==> src/rtl/ecc_point_link.sv <==
// Initiator link for the ECC point interface: sends a four-point batch as two
// strobed beats, then gathers two result beats into a bytewise-readable word.
module ecc_point_link #(
    parameter int WIDTH   = 8,
    parameter int TIMEOUT = 31
) (
    input  logic               clk,
    input  logic               reset,
    input  logic               start,
    input  logic [4*WIDTH-1:0] px_in,
    input  logic [4*WIDTH-1:0] py_in,
    output logic               s0,
    output logic [WIDTH-1:0]   x_out1,
    output logic [WIDTH-1:0]   y_out1,
    output logic [WIDTH-1:0]   x_out2,
    output logic [WIDTH-1:0]   y_out2,
    input  logic               valid,
    input  logic [WIDTH-1:0]   x_in,
    input  logic [WIDTH-1:0]   y_in,
    input  logic [1:0]         sel,
    output logic [WIDTH-1:0]   data_out,
    output logic               busy,
    output logic               done,
    output logic               err,
    output logic               result_valid
);

    typedef enum logic [2:0] {
        IDLE, SEND0, SEND1, WAIT0, WAIT1, DONE, ERR
    } state_t;

    localparam logic [7:0] TLIM = 8'(TIMEOUT - 1);

    state_t             state_q, state_d;
    logic [4*WIDTH-1:0] px_q, px_d;
    logic [4*WIDTH-1:0] py_q, py_d;
    logic [4*WIDTH-1:0] res_q, res_d;
    logic [7:0]         tmr_q, tmr_d;
    logic               rv_q, rv_d;

    always_comb begin
        state_d = state_q;
        px_d    = px_q;
        py_d    = py_q;
        res_d   = res_q;
        tmr_d   = tmr_q;
        rv_d    = rv_q;
        unique case (state_q)
            IDLE: begin
                if (start) begin
                    px_d    = px_in;
                    py_d    = py_in;
                    res_d   = '0;
                    rv_d    = 1'b0;
                    state_d = SEND0;
                end
            end
            SEND0: state_d = SEND1;
            SEND1: begin
                tmr_d   = '0;
                state_d = WAIT0;
            end
            WAIT0: begin
                tmr_d = tmr_q + 8'd1;
                if (valid) begin
                    res_d[0*WIDTH +: WIDTH] = x_in;
                    res_d[1*WIDTH +: WIDTH] = y_in;
                    state_d = WAIT1;
                end else if (tmr_q == TLIM) begin
                    state_d = ERR;
                end
            end
            WAIT1: begin
                tmr_d = tmr_q + 8'd1;
                if (valid) begin
                    res_d[2*WIDTH +: WIDTH] = x_in;
                    res_d[3*WIDTH +: WIDTH] = y_in;
                    // flag rises together with the done pulse
                    rv_d    = 1'b1;
                    state_d = DONE;
                end else if (tmr_q == TLIM) begin
                    state_d = ERR;
                end
            end
            DONE:    state_d = IDLE;
            ERR:     state_d = IDLE;
            default: state_d = IDLE;
        endcase
    end

    always_ff @(posedge clk or posedge reset) begin
        if (reset) begin
            state_q <= IDLE;
            px_q    <= '0;
            py_q    <= '0;
            res_q   <= '0;
            tmr_q   <= '0;
            rv_q    <= 1'b0;
        end else begin
            state_q <= state_d;
            px_q    <= px_d;
            py_q    <= py_d;
            res_q   <= res_d;
            tmr_q   <= tmr_d;
            rv_q    <= rv_d;
        end
    end

    always_comb begin
        x_out1 = '0;
        y_out1 = '0;
        x_out2 = '0;
        y_out2 = '0;
        if (state_q == SEND0) begin
            x_out1 = px_q[0*WIDTH +: WIDTH];
            y_out1 = py_q[0*WIDTH +: WIDTH];
            x_out2 = px_q[1*WIDTH +: WIDTH];
            y_out2 = py_q[1*WIDTH +: WIDTH];
        end else if (state_q == SEND1) begin
            x_out1 = px_q[2*WIDTH +: WIDTH];
            y_out1 = py_q[2*WIDTH +: WIDTH];
            x_out2 = px_q[3*WIDTH +: WIDTH];
            y_out2 = py_q[3*WIDTH +: WIDTH];
        end
    end

    assign s0           = (state_q == SEND0) || (state_q == SEND1);
    assign busy         = (state_q != IDLE);
    assign done         = (state_q == DONE);
    assign err          = (state_q == ERR);
    assign result_valid = rv_q;
    assign data_out     = res_q[32'(sel) * WIDTH +: WIDTH];

endmodule

==> config.mk <==
export PLATFORM = sky130hd
export DESIGN_NAME = ecc_point_link
export DESIGN_NICKNAME = d
export VERILOG_FILES = /design/src/rtl/ecc_point_link.sv
export SDC_FILE = /design/constraint.sdc
export NUM_CORES = 1
export LEC_CHECK = 0
export CAP_MARGIN = 0
export CORE_MARGIN = 2
export CORE_UTILIZATION = 38
export CTS_BUF_LIST = sky130_fd_sc_hd__clkbuf_8
export CTS_CLUSTER_DIAMETER = 60
export CTS_CLUSTER_SIZE = 10
export DETAILED_ROUTE_END_ITERATION = 7
export GPL_TIMING_DRIVEN = 0
export HOLD_SLACK_MARGIN = 0.1
export PLACE_DENSITY_LB_ADDON = 0.2
export SLEW_MARGIN = 20
export SYNTH_ARGS = -nofsm -noshare
export SYNTH_HDL_FRONTEND = slang
export SYNTH_SLANG_ARGS = --single-unit
==> constraint.sdc <==
create_clock -name clk -period 4.6 [get_ports clk]
set_clock_uncertainty 0.1 [all_clocks]
set_input_delay 0.69 -clock clk [delete_from_list [all_inputs] [get_ports clk]]
set_output_delay 0.69 -clock clk [all_outputs]
set_load 0.02 [all_outputs]
After elaboration in Yosys (flattened, before gate mapping)

Cells that the tools add are included.

$add $sub $neg: 1
Reduce and logical (&&, ||, !) cells: 10
Eq/ne operators: 10
Shift operators: 1
Muxes and demuxes: 21

Operators by type and width:

| cell                | number |
|---|---|
| $mux 8              | 8 |
| $pmux 16 s2         | 2 |
| $mux 32             | 1 |
| $shiftx 32x6->8     | 1 |
| $mux 16             | 1 |
| $pmux 8 s2          | 1 |
| $pmux 3 s5          | 1 |
| $mux 3              | 4 |
| $eq 3x3->1 const B  | 3 |
| $add 8x1->8 const B | 1 |
| $eq 8x5->1 const B  | 1 |
| $eq 3x2->1 const B  | 2 |
| $ne 2x2->1 const B  | 3 |
| $reduce_and 3->1    | 2 |
| $reduce_bool 2->1   | 3 |
| $eq 3x1->1 const B  | 1 |
| $logic_not 3->1     | 1 |
| $reduce_bool 3->1   | 1 |
| $mux 1              | 2 |
| $pmux 1 s2          | 1 |
| $reduce_and 2->1    | 1 |
| $reduce_or 2->1     | 1 |
| $logic_or 1x1->1    | 1 |

Flip-flop bits (word level): 108
Word-level logic and storage cells: 50
Output and inout bits: 45

Depth between registers and ports, before layout

Depth in word-level cells: 4
Gate-level depth with buffers: 6
Gate-level depth less buffers: 5

Worst setup path before layout

No wires, ideal clock.

Path kind: input -> output
Start: input sel[0]
End: output data_out[0]
Path buffers: 1
Slack: 2.292 ns
Stages: 2
Arrival: 1.518 ns
Cell sequence: buf_2 -> mux4_2

Cells in the longest elaborated chain, start to end: 1

Ends and longest elaborated chain:

| item            | line | text |
|---|---|---|
| start, declared | 20   | `input logic [1:0] sel,` |
| $shiftx 32x6->8 | 132  | `assign data_out = res_q[32'(sel) * WIDTH +: WIDTH];` |
| end, declared   | 21   | `output logic [WIDTH-1:0] data_out,` |

Every way passes these cells.

Worst setup path after layout

Start: register state_q[2]
End: output x_out1[5]

Cells in the longest elaborated chain, start to end: 3
Elaborated cells on any way between the ends: 4
Those cells by class: eq/ne (2); mux (2)

Ends and longest elaborated chain:

| item                   | line | text |
|---|---|---|
| start, declared        | 34   | `state_t state_q, state_d;` |
| start signal, assigned | 100  | `state_q <= state_d;` |
| $eq 3x2->1             | 119  | `end else if (state_q == SEND1) begin` |
| $mux 8                 | 119  |  |
| $mux 8 (*)             | 114  | `if (state_q == SEND0) begin` |
| end, declared          | 13   | `output logic [WIDTH-1:0] x_out1,` |

Every way passes the cells marked *; elsewhere a longest branch is shown, timed or not.

==> results.toml <==
[pwr]
power_mw = 4.51
vdd_drop_max_uv = 316
p_leak_nw = 2.87
p_per_area_mw_per_mm2 = 661

[final_layout]
drive_gt1_share_pct = 23.2
n_antenna_cell = 0
final_util_pct = 51.8
fin_cells = 714
final_area_sq_mm = 0.00683
fin_nets = 622
syn_to_final_growth_pct = 33.3

[clock_network]
clockRootBuffer = "clkbuf_8"
postCtsSetupBuffers = 0
clk_pin_slew_worst_paths_ps = 100
cts_tree = "done"
clk_latency_ps = 380
cts.sinks = 108
cts_hold_buf = 0
cts_buffer_depth = 2
post_cts_resized = 0
cts_made_buffers = 9
htreeDepth = 3

[worst_hold_path]
hold_path.class = "reg -> reg"
whs_path_depth = 1
hp-start = "res_q[26]"
whs_endpoint = "res_q[26]"

[logic_synthesis]
syn_avg_cell_area_sq_um = 13.0
yosys-top-cells-area = "dfrtp_1, mux2_2, a22o_1"
synth_cell_types = 53
synth.cell_area_sq_mm = 0.00512
async_flop_share_pct = 100
synth-seq-cells = 108
synth_most_common_cell = "dfrtp_1"
synth_flop_cell = "dfrtp_1"
synth_edf_count = 0
synth_fp_nets = 482
synth_area_leader_cell = "dfrtp_1"
yosys_warnings = 0
ys_seq_area_share_pct = 52.8
synth_top_area_share_pct = 52.8
syn_inst = 394
synthTopCellsByCount = "dfrtp_1, mux2_2, a22o_1"

[route]
remaining_drc_errors = 0
vias = 3689
first_iter_violations = 202
routedWlPerCell_um = 17.8
ant_nets = 0
wl_mm = 12.7
vias_per_cell = 5.17
drt_pre_antenna_iters = 4

[global_routing]
grt_first_pass_wirelength_mm = 20.2
grt.met1_usage_pct = 21.6
track_usage_pct = 18.2
met2_usage_pct = 29.7
grt_pass1_vias = 3907
grt_overflow_total = 0
busiest_layer = "met2"
antenna_found_initial = 0
grt_max_degree = 59
grt.met3_usage_pct = 7.75

[floorplan]
core_area_sq_mm = 0.0132
ios = 131
die_y_um = 120
start_util_pct = 38.8
dieArea_sq_mm = 0.0144
fp.dieW_um = 120
fp-row-count = 42

[sta]
rsz0062_at_grt = "no"
slew_headroom_pct = 56.0
whs_ps = 404
post-route-period-util_pct = 78.3
drv_slew = 0
tightestPinTransition_ps = 655
finalWorstSetupSlack_ps = 997
fmaxAchievable_ghz = 0.278
fin_tns_setup_ps = 0
fin_crit_ps = 3600
hold_violations = 0
setup-violations-final = 0

[critical_path]
end_kind = "output port"
crit_arrival_ps = 2810
timing.rr.end = "py_q[5]"
r2r-start = "state_q[0]"
critPathKind = "reg -> out"
critPathMaxStageDelay_ps = 630
start_kind = "flip-flop"
worstPathRequired_ps = 3810
path_cells = "buf_2 > nor3_1 > buf_2 > a22o_1 > clkdlybuf4s50_1"
critPathSlowestCell = "clkdlybuf4s50_1"
r2r.worst_path.cells = 5
cp_common_cell = "buf_2"
r2r_slack_ps = 2640
worstPathMaxFanout = 10

[place]
routabilityCongestion = 0.812
pre_cts_ws_ps = 1390
port_buffers = 128
hpwl_mm = 8.97
dpl_cell_area_sq_mm = 0.00665
dp.cells = 699

[flow_run]
drv_cap = 0

[run_status]
status = "finished, final reports clean"
[critical path: cells and delay by family, from the launching register on]
kind | cells | cell delay, ps
buffers and inverters | 3 | 1250
and+or+nand+nor | 1 | 530
DFF | 1 | 480
AOI/OAI and AO/OA | 1 | 170
[worst max path at each step]
stage	slack, ps	startpoint	depth (start not counted)	endpoint
floorplan	960	reset	1	px_q[0]
global placement	-630	reset	2	px_q[30]
detailed placement	1390	state_q[2]	5	x_out1[6]
CTS	920	state_q[2]	5	x_out1[6]
global route	760	state_q[2]	5	x_out1[5]
finish	1000	state_q[2]	5	x_out1[5]
[state kept, by name (all words and copies together) (netlist names)]
name,count
px_q,32
result_valid,1
py_q,32
tmr_q,8
res_q,32
state_q,3
[kinds of logic (layout without fill, tap and decap cells)]
| logic type | after synthesis | in the layout | synth area share (%) |
|---|---|---|---|
| mux | 89 | 89 | 20.9 |
| simple gates | 57 | 57 | 6.82 |
| buf+inv | 54 | 198 | 5.25 |
| compound gates | 84 | 84 | 13.7 |
| flops | 108 | 108 | 52.8 |
| fa+ha+maj | 2 | 2 | 0.489 |
[cell usage in the layout (no fill, tap or decap), types with 3 or more instances in the layout]
cell type | Yosys | routed
a21oi_1 | 7 | 7
a22o_1 | 48 | 48
and2_1 | 3 | 3
buf_2 | 16 | 16
buf_4 | 6 | 6
clkbuf_1 | 6 | 6
clkbuf_8 | 0 | 10
clkdlybuf4s50_1 | 0 | 128
dfrtp_1 | 108 | 108
inv_1 | 23 | 22
inv_6 | 0 | 3
mux2_2 | 64 | 64
mux2i_1 | 17 | 17
mux4_2 | 8 | 8
nand2_1 | 24 | 24
nand2b_1 | 4 | 4
nand3_1 | 3 | 3
o21ai_0 | 4 | 4
o32a_1 | 4 | 4
or3b_2 | 3 | 3
[area by class of cell]
| class | instances | area (sq um) |
|---|---|---|
| Buffer | 31 | 183 |
| Clock buffer | 10 | 138 |
| Clock inverter | 5 | 35.0 |
| Fill cell | 1199 | 6360 |
| Inverter | 23 | 91.3 |
| Multi-Input combinational cell | 232 | 2150 |
| Sequential cell | 108 | 2700 |
| Tap cell | 176 | 220 |
| Timing Repair Buffer | 129 | 1310 |
[per-layer routing]
layer	up-vias	wire length, um
li1	1724	-
met1	1843	5350
met2	102	6110
met3	20	980
met4	0	262
met5	-	0
[power breakdown]
part	switching, mW	leakage [nW]	total, mW	internal [mW]
logic	1.13	1.43	2.36	1.23
clock network	0.332	0.0889	0.543	0.211
registers	0.241	1.35	1.62	1.37
total	1.70	2.87	4.51	2.82
No activity file was read; power rests on OpenSTA's default activity.
